**config.mk**
```make
export PLATFORM = sky130hd
export DESIGN_NAME = processador_param_flat
export DESIGN_NICKNAME = d
export VERILOG_FILES = /design/src/rtl/processador_param_if.sv /design/src/rtl/processador_param.sv /design/src/flat_wrapper.sv
export SDC_FILE = /design/constraint.sdc
export NUM_CORES = 1
export LEC_CHECK = 0
export ABC_AREA = 1
export CELL_PAD_IN_SITES_DETAIL_PLACEMENT = 2
export CELL_PAD_IN_SITES_GLOBAL_PLACEMENT = 2
export CORE_ASPECT_RATIO = 1.2
export CORE_UTILIZATION = 31
export DETAILED_ROUTE_END_ITERATION = 10
export DONT_BUFFER_PORTS = 1
export PLACE_DENSITY = 0.85
export SETUP_SLACK_MARGIN = 0.15
export SLEW_MARGIN = 20
export SYNTH_ARGS = -nofsm -noshare
export SYNTH_HDL_FRONTEND = slang
export SYNTH_SLANG_ARGS = --single-unit
```
**constraint.sdc**
```tcl
create_clock -name clk -period 1.8 [get_ports clk]
set_input_delay 0.54 -clock clk [delete_from_list [all_inputs] [get_ports clk]]
set_output_delay 0.54 -clock clk [all_outputs]
set_load 0.01 [all_outputs]
```
**src/rtl/processador_param_if.sv**
```systemverilog
// rtl/processador_param_if.sv - program memory port between the CPU and its synchronous instruction store
interface processador_param_if #(
    parameter int DATA_W = 8,
    parameter int ADDR_W = 8
);
    logic [ADDR_W-1:0]   prog_addr;
    logic [DATA_W+3:0]   prog_data;

    modport master (
        output prog_addr,
        input  prog_data
    );

    modport slave (
        input  prog_addr,
        output prog_data
    );
endinterface

```
**src/rtl/processador_param.sv**
```systemverilog
// rtl/processador_param.sv - parametrised multi-cycle accumulator CPU with run/step control and HALT
module processador_param #(
    parameter int DATA_W = 8,
    parameter int ADDR_W = 8
) (
    input  logic                 clk,
    input  logic                 rst,
    input  logic                 run,
    input  logic                 step,
    processador_param_if.master  prog,
    output logic                 halted,
    output logic [DATA_W-1:0]    debug_A,
    output logic [DATA_W-1:0]    debug_B,
    output logic [ADDR_W-1:0]    debug_PC,
    output logic [3:0]           debug_State,
    output logic [1:0]           debug_flags
);

    typedef enum logic [3:0] {
        S_IDLE   = 4'd0,
        S_FETCH  = 4'd1,
        S_WAIT   = 4'd2,
        S_DECODE = 4'd3,
        S_EXEC   = 4'd4,
        S_HALT   = 4'd5
    } state_t;

    localparam logic [3:0] OP_NOP  = 4'h0;
    localparam logic [3:0] OP_LDA  = 4'h1;
    localparam logic [3:0] OP_LDB  = 4'h2;
    localparam logic [3:0] OP_ADD  = 4'h3;
    localparam logic [3:0] OP_SUB  = 4'h4;
    localparam logic [3:0] OP_AND  = 4'h5;
    localparam logic [3:0] OP_OR   = 4'h6;
    localparam logic [3:0] OP_XOR  = 4'h7;
    localparam logic [3:0] OP_NOT  = 4'h8;
    localparam logic [3:0] OP_SHL  = 4'h9;
    localparam logic [3:0] OP_SHR  = 4'hA;
    localparam logic [3:0] OP_JMP  = 4'hB;
    localparam logic [3:0] OP_JZ   = 4'hC;
    localparam logic [3:0] OP_JC   = 4'hD;
    localparam logic [3:0] OP_MOVB = 4'hE;
    localparam logic [3:0] OP_HLT  = 4'hF;

    state_t              r_state;
    state_t              w_next_state;
    logic [DATA_W-1:0]   r_a;
    logic [DATA_W-1:0]   r_b;
    logic [ADDR_W-1:0]   r_pc;
    logic [DATA_W+3:0]   r_ir;
    logic                r_c;
    logic                r_z;

    logic [3:0]          w_op;
    logic [DATA_W-1:0]   w_imm;
    logic [DATA_W:0]     w_sum;
    logic [DATA_W-1:0]   w_res;
    logic                w_res_c;
    logic                w_res_z;
    logic                w_alu_we;
    logic                w_jump;
    logic [ADDR_W-1:0]   w_pc_next;

    assign w_op  = r_ir[DATA_W+3:DATA_W];
    assign w_imm = r_ir[DATA_W-1:0];

    // ALU: ops 3..A write A and both flags; everything else leaves them alone
    always_comb begin
        w_sum    = '0;
        w_res    = r_a;
        w_res_c  = r_c;
        w_alu_we = 1'b0;
        case (w_op)
            OP_ADD: begin
                w_sum    = {1'b0, r_a} + {1'b0, r_b};
                w_res    = w_sum[DATA_W-1:0];
                w_res_c  = w_sum[DATA_W];
                w_alu_we = 1'b1;
            end
            OP_SUB: begin
                w_sum    = {1'b0, r_a} - {1'b0, r_b};
                w_res    = w_sum[DATA_W-1:0];
                w_res_c  = w_sum[DATA_W];
                w_alu_we = 1'b1;
            end
            OP_AND: begin
                w_res    = r_a & r_b;
                w_res_c  = 1'b0;
                w_alu_we = 1'b1;
            end
            OP_OR: begin
                w_res    = r_a | r_b;
                w_res_c  = 1'b0;
                w_alu_we = 1'b1;
            end
            OP_XOR: begin
                w_res    = r_a ^ r_b;
                w_res_c  = 1'b0;
                w_alu_we = 1'b1;
            end
            OP_NOT: begin
                w_res    = ~r_a;
                w_res_c  = 1'b0;
                w_alu_we = 1'b1;
            end
            OP_SHL: begin
                w_res    = {r_a[DATA_W-2:0], 1'b0};
                w_res_c  = r_a[DATA_W-1];
                w_alu_we = 1'b1;
            end
            OP_SHR: begin
                w_res    = {1'b0, r_a[DATA_W-1:1]};
                w_res_c  = r_a[0];
                w_alu_we = 1'b1;
            end
            default: begin
                w_res    = r_a;
            end
        endcase
        w_res_z = (w_res == '0);
    end

    // Conditional jumps look at the flags as they stood before this instruction
    always_comb begin
        w_jump = (w_op == OP_JMP) ||
                 ((w_op == OP_JZ) && r_z) ||
                 ((w_op == OP_JC) && r_c);
        w_pc_next = w_jump ? w_imm[ADDR_W-1:0] : r_pc + ADDR_W'(1);
    end

    always_comb begin
        w_next_state = r_state;
        case (r_state)
            S_IDLE:   if (run || step) w_next_state = S_FETCH;
            S_FETCH:  w_next_state = S_WAIT;
            S_WAIT:   w_next_state = S_DECODE;
            S_DECODE: w_next_state = S_EXEC;
            S_EXEC: begin
                if (w_op == OP_HLT)
                    w_next_state = S_HALT;
                else if (run)
                    w_next_state = S_FETCH;
                else
                    w_next_state = S_IDLE;
            end
            S_HALT:   w_next_state = S_HALT;
            default:  w_next_state = S_IDLE;
        endcase
    end

    always_ff @(posedge clk) begin
        if (rst) begin
            r_state <= S_IDLE;
            r_a     <= '0;
            r_b     <= '0;
            r_pc    <= '0;
            r_ir    <= '0;
            r_c     <= 1'b0;
            r_z     <= 1'b0;
        end else begin
            r_state <= w_next_state;
            if (r_state == S_DECODE)
                r_ir <= prog.prog_data;
            if (r_state == S_EXEC) begin
                r_pc <= w_pc_next;
                case (w_op)
                    OP_LDA:  r_a <= w_imm;
                    OP_LDB:  r_b <= w_imm;
                    OP_MOVB: r_b <= r_a;
                    default: begin
                        if (w_alu_we) begin
                            r_a <= w_res;
                            r_c <= w_res_c;
                            r_z <= w_res_z;
                        end
                    end
                endcase
            end
        end
    end

    assign prog.prog_addr = r_pc;
    assign halted         = (r_state == S_HALT);
    assign debug_A        = r_a;
    assign debug_B        = r_b;
    assign debug_PC       = r_pc;
    assign debug_State    = r_state;
    assign debug_flags    = {r_c, r_z};

endmodule
```
**src/flat_wrapper.sv**
```systemverilog
// flat-port wrapper written by rule: the top's interface ports become plain ports
module processador_param_flat 
#(
    parameter int DATA_W = 8,
    parameter int ADDR_W = 8
)
  (clk, rst, run, step, halted, debug_A, debug_B, debug_PC, debug_State, debug_flags, prog_prog_addr, prog_prog_data);
  processador_param_if #(.DATA_W(DATA_W), .ADDR_W(ADDR_W)) prog_i ();
  input  logic clk;
  input  logic rst;
  input  logic run;
  input  logic step;
  output logic halted;
  output logic [DATA_W-1:0] debug_A;
  output logic [DATA_W-1:0] debug_B;
  output logic [ADDR_W-1:0] debug_PC;
  output logic [3:0] debug_State;
  output logic [1:0] debug_flags;
  output wire logic [$bits(prog_i.prog_addr)-1:0] prog_prog_addr;
  input wire logic [$bits(prog_i.prog_data)-1:0] prog_prog_data;
  assign prog_prog_addr = prog_i.prog_addr;
  assign prog_i.prog_data = prog_prog_data;
  processador_param #(.DATA_W(DATA_W), .ADDR_W(ADDR_W)) u_core (.clk(clk), .rst(rst), .run(run), .step(step), .prog(prog_i), .halted(halted), .debug_A(debug_A), .debug_B(debug_B), .debug_PC(debug_PC), .debug_State(debug_State), .debug_flags(debug_flags));
endmodule
```
* Word-level counts from Yosys, hierarchy flattened
Cells that the tools add are included.
Cells by class: add/subtract/negate cells 3, eq/ne operators 21, mux-type cells 11, bitwise operators 6, reductions and logical operators 18
Operator list (count):
- case mux 8 bit (8 select lines) | 1
- == test 4 bit (second input constant) | 8
- case mux 8 bit (2 select lines) | 2
- == test 4 x 3 -> 1 bit (second input constant) | 6
- case mux 4 bit (6 select lines) | 1
- == test 4 x 2 -> 1 bit (second input constant) | 4
- two-way mux 8 bit | 2
- adder 8 x 8 -> 9 bit | 1
- subtractor 8 x 8 -> 9 bit | 1
- adder 8 x 1 -> 8 bit (second input constant) | 1
- bitwise AND 8 bit | 1
- == test 4 x 1 -> 1 bit (second input constant) | 2
- logical NOT 8 bit | 1
- two-way mux 4 bit | 2
- NOT 8 bit | 1
- bitwise OR 8 bit | 1
- OR reduction 8 bit | 1
- bitwise XOR 8 bit | 1
- AND reduction 3 bit | 2
- case mux 1 bit (5 select lines) | 1
- nonzero test 5 bit | 1
- logical NOT 4 bit | 1
- AND reduction 4 bit | 1
- nonzero test 2 bit | 2
- other kinds (9) | 14
Storage, ports and cells: bits in registers 42, input bits 16, word-level logic and storage cells 66

* Depth between registers and ports, before layout
word-level depth 5, gate-level depth with buffers 15, gate-level depth less buffers 14

* Least setup slack after synthesis
Ideal clock, no wire load.
kind flip-flop to flip-flop, from reg u_core.r_a[0] (netlist: u_core.debug_A[0]), to reg u_core.r_z, library setup time 0.071 ns, arrival 1.981 ns, slack -0.252 ns, stages on the path, launching flop included 14, buffers on the path 0, cell sequence dfxtp_1 > inv_1 > ha_1 > fa_1 > nand3b_1 > nand2_1 > nand2_1 > nand2_1 > nand2_1 > nand3_1 > nand4_1 > nor2_1 > nand3_1 > a21oi_1
Between the ends: cells in the longest elaborated chain, start to end 3, elaborated cells on any way between the ends 8, classes of those cells add/sub: 2; mux: 1; bitwise: 4; reduce/logical: 1
Ends and longest elaborated chain:
- start: declaration | RTL line processador_param.sv:47 | logic [DATA_W-1:0] r_a;
- start signal: assignment | RTL line processador_param.sv:167 | OP_LDA: r_a <= w_imm;
- start signal: assignment | RTL line processador_param.sv:172 | r_a <= w_res;
- subtractor 8 x 8 -> 9 bit, or another cell as far along | RTL line processador_param.sv:81 | w_sum = {1'b0, r_a} - {1'b0, r_b};
- case mux 8 bit (8 select lines) * | RTL line processador_param.sv:73 | case (w_op)
- logical NOT 8 bit * | RTL line processador_param.sv:120 | w_res_z = (w_res == '0);
- end signal: assignment | RTL line processador_param.sv:174 | r_z <= w_res_z;
- end: declaration | RTL line processador_param.sv:52 | logic r_z;
Every way passes the cells marked *; elsewhere a longest branch is shown, timed or not. A chain may end at the register's enable or synchronous reset.

* Final worst setup path
Ends and elaborated chain as after synthesis.

==> qor.json <==
{
  "routing": {
    "detail_route.wl_per_cell_um": 34.9,
    "drtPass1Iterations": 5,
    "met2WireLength_mm": 12.9,
    "m1WireLength_mm": 9.67,
    "drt_first_iter_violations": 392,
    "avgViaCountPerCell": 6.38,
    "vias": 4941,
    "highest_layer": "met4",
    "route.met3.wl_mm": 2.05,
    "drcViolationCount": 0,
    "wl_mm": 27.1,
    "drtAntennaViolNets": 0
  },
  "flow_run": {
    "cap_violations": 0
  },
  "setup_path": {
    "critPathArrivalTime_ns": 2.66,
    "crit_required_ns": 2.04,
    "worst_setup_path_category": "flop to flop",
    "critPathMaxFanout": 3,
    "setup.worst_path.start_class": "flop",
    "startpoint": "u_core.debug_A[0]$_SDFFE_PP0P_",
    "setup.worst_path.end_class": "flop",
    "regToRegStartpoint": "u_core.debug_A[0]$_SDFFE_PP0P_"
  },
  "sta": {
    "grt_setup_unrepaired": "true",
    "finalCritPeriodShare": 1.34,
    "setup_tns_ns": -5.02,
    "worst_slew_pin_slew_ns": 0.690,
    "maxSlewViolCount": 0,
    "timing.clock.skew_ns": 0.0140,
    "finalHoldWorstSlack_ns": 0.285,
    "final.setup.worst_slack_ns": -0.617,
    "timing.fmax_mhz": 414,
    "finalCriticalPeriod_ns": 2.42,
    "max_slew_margin": 0.540,
    "final_hold_viol_count": 0,
    "number_of_setup_violations_in_the_final_report": 23
  },
  "cells_and_area": {
    "layout-area-overhead-vs-synth_pct": 64.4,
    "final_cell_mix": "buf_4 (122), nand2_1 (88), nor2_1 (45)",
    "multi_input_area_mm2": 0.00280,
    "seq_area_um2": 875,
    "instances_no_fill": 775,
    "n_fill_cell": 1139,
    "final_net_count": 688,
    "finalCoreUtilization": 0.526,
    "antenna-diode-count": 0,
    "layout-drive-gt1-share": 0.495,
    "layout.cells.most_common": "buf_4"
  },
  "grt": {
    "gr-usage-all-layers": 0.417,
    "grt_first_pass_wirelength_mm": 33.9,
    "via_count_of_the_first_global_routing_pass": 5266,
    "grt_antenna_before_repair": 0,
    "grt-ovfl-total": 0,
    "grt_start_max_net_pins": 24
  },
  "logic_synthesis": {
    "synth-async-reset-ratio": 0,
    "synth_simple_gate_area_frac": 0.327,
    "yosys.area_share.adder": 0.105,
    "muxShareOfSynthArea": 0,
    "synth_cell_types": 42,
    "largest_family_of_logic_cells_by_synthesized_area": "simple AND/OR/NAND/NOR gates",
    "ys_warn_count": 0,
    "area_fraction_in_compound_gates_after_synthesis": 0.195,
    "syn-instance-count": 517,
    "yosysSeqAreaShare": 0.244,
    "postSynthRegisterBits": 41,
    "postSynthNetCount": 560,
    "synth-main-ff-cell": "dfxtp_1",
    "post_synth.cell_area_avg_um2": 6.50,
    "netlist_area_mm2": 0.00336,
    "synth_edf_count": 0,
    "synth-xor-area-share": 0.00782
  },
  "floorplanning": {
    "die_area_mm2": 0.0113,
    "floorplan.initialDensity": 0.320,
    "core_area_mm2": 0.0105,
    "ioPinCount": 55,
    "die_y_um": 116,
    "floorplan.die.width_um": 97.1,
    "placement_rows": 41
  },
  "cts": {
    "clockRootBuffer": "clkbuf_16",
    "cts_made_buffers": 5,
    "ctsHoldBuffers": 0,
    "cts_sinks": 41,
    "max-clock-path-buffers": 2,
    "clkSlewWorstSetupHoldPaths_ns": 0.08,
    "clock_tree.htree_level_count": 2,
    "clock_tree_from_tritoncts": "yes",
    "source_to_sink_clock_delay_at_the_later_pin_of_the_worst_skew_pair_ns": 0.33
  },
  "place": {
    "placer_congestion": 0.915,
    "dp.cells": 732,
    "detailed_place_hpwl_mm": 14.3,
    "dpl_worst_slack_ns": -0.382,
    "port_buffers": 0
  },
  "power_and_ir_drop": {
    "pwr-share-clk": 0.417,
    "power.combinational.fraction": 0.218,
    "max_vdd_drop_mv": 0.521,
    "power.static_leakage_nw": 2.45,
    "powerDensity_mw_per_mm2": 486,
    "share_seq_of_total_power": 0.365,
    "power.share.switching": 0.349,
    "cellInternalPower_mw": 1.75,
    "net-switching-power_mw": 0.938
  },
  "outcome": {
    "run_status": "finished, violations left",
    "violations_in_the_final_reports": "negative setup slack"
  },
  "worst_hold_path": {
    "hp-class": "input pin to flop",
    "timing.hold.worst.start": "rst"
  }
}
## kinds of logic after synthesis
family | count (synthesis)
XOR/XNOR | 3
flip-flops | 41
buffers and inverters | 92
AND/OR/NAND/NOR | 249
AO/OA/AOI/OAI | 104
other | 1
adder cells (fa/ha/maj) | 27
## worst max-delay path: stages, from the launching register on
cell and delay (ns):
dfxtp_4 0.40, inv_6 0.05, ha_4 0.17, fa_2 0.37, buf_4 0.17, xnor2_1 0.14, o22ai_1 0.11, nor2_2 0.19
nand4_1 0.19, nor2_1 0.22, nand3_1 0.11, a21oi_2 0.20
## layout make-up
class,count,share of cell area
Multi-Input combinational cell,384,0.506
Timing Repair Buffer,145,0.225
Sequential cell,41,0.158
Inverter,68,0.0518
Tap cell,129,0.0292
Clock buffer,7,0.0278
Clock inverter,1,0.00158
## registers in the layout, summed over array words and instances, names as in the netlist
signal,count
u_core.debug_A,8
u_core.debug_State,3
u_core.r_c,1
u_core.debug_B,8
u_core.r_z,1
u_core.r_ir,12
u_core.debug_PC,8
## cells in the mapped netlist, types with 3 or more instances
cell type  number  share of area
nand2_1       112           0.13
inv_1          62          0.069
nor2_1         62          0.069
nand3_1        45          0.067
dfxtp_1        41           0.24
a21oi_1        32          0.048
o21ai_0        29          0.043
ha_1           25          0.093
a211oi_1       19          0.042
buf_4          11          0.025
clkbuf_1        9          0.010
nor3_1          8          0.012
nand4_1         7          0.013
o211ai_1        5          0.011
o22ai_1         5         0.0093
inv_2           4         0.0045
nand3b_1        4         0.0089
a221oi_1        3         0.0078
buf_2           3         0.0045
xnor2_1         3         0.0078
## final timing paths
path                                         to  slack [ns]  cells past startpoint
min reg2reg  u_core.debug_State[1]$_SDFFE_PP0P_        0.60                      2
max reg2reg             u_core.r_z$_SDFFE_PP0P_       -0.62                     11
min              u_core.debug_B[6]$_SDFFE_PP0P_        0.29                      1
max                     u_core.r_z$_SDFFE_PP0P_       -0.62                     11
## per-stage QoR
stage | cell area [um^2] | total power, mW
4_1_cts | 5120 | 2.51
5_1_grt | 5530 | 2.70
3_5_place_dp | 4340 | 1.38
2_1_floorplan | 3490 | 1.19
3_3_place_gp | 4340 | 1.34
6_report | 5530 | 2.69
## routing by layer
metal,global-route usage,up-vias
li1,-,1952
met1,0.423,2440
met2,0.748,372
met3,0.0983,177
met4,0.324,0
met5,0,-
## timing repair
item,in CTS,in global routing
setup buffers,18,15
cloned,2,0
resized for setup,124,76
pin swaps,34,27
setup endpoints to repair,31,35
## power groups by stage
stage | clock (mW) | combinational, mW | sequential [mW]
floorplan | 0 | 0.205 | 0.982
global placement | 0 | 0.358 | 0.981
detailed placement | 0 | 0.393 | 0.986
CTS | 1.06 | 0.477 | 0.971
global route | 1.12 | 0.598 | 0.980
finish | 1.12 | 0.587 | 0.980
(Power assumes the default switching activity.)
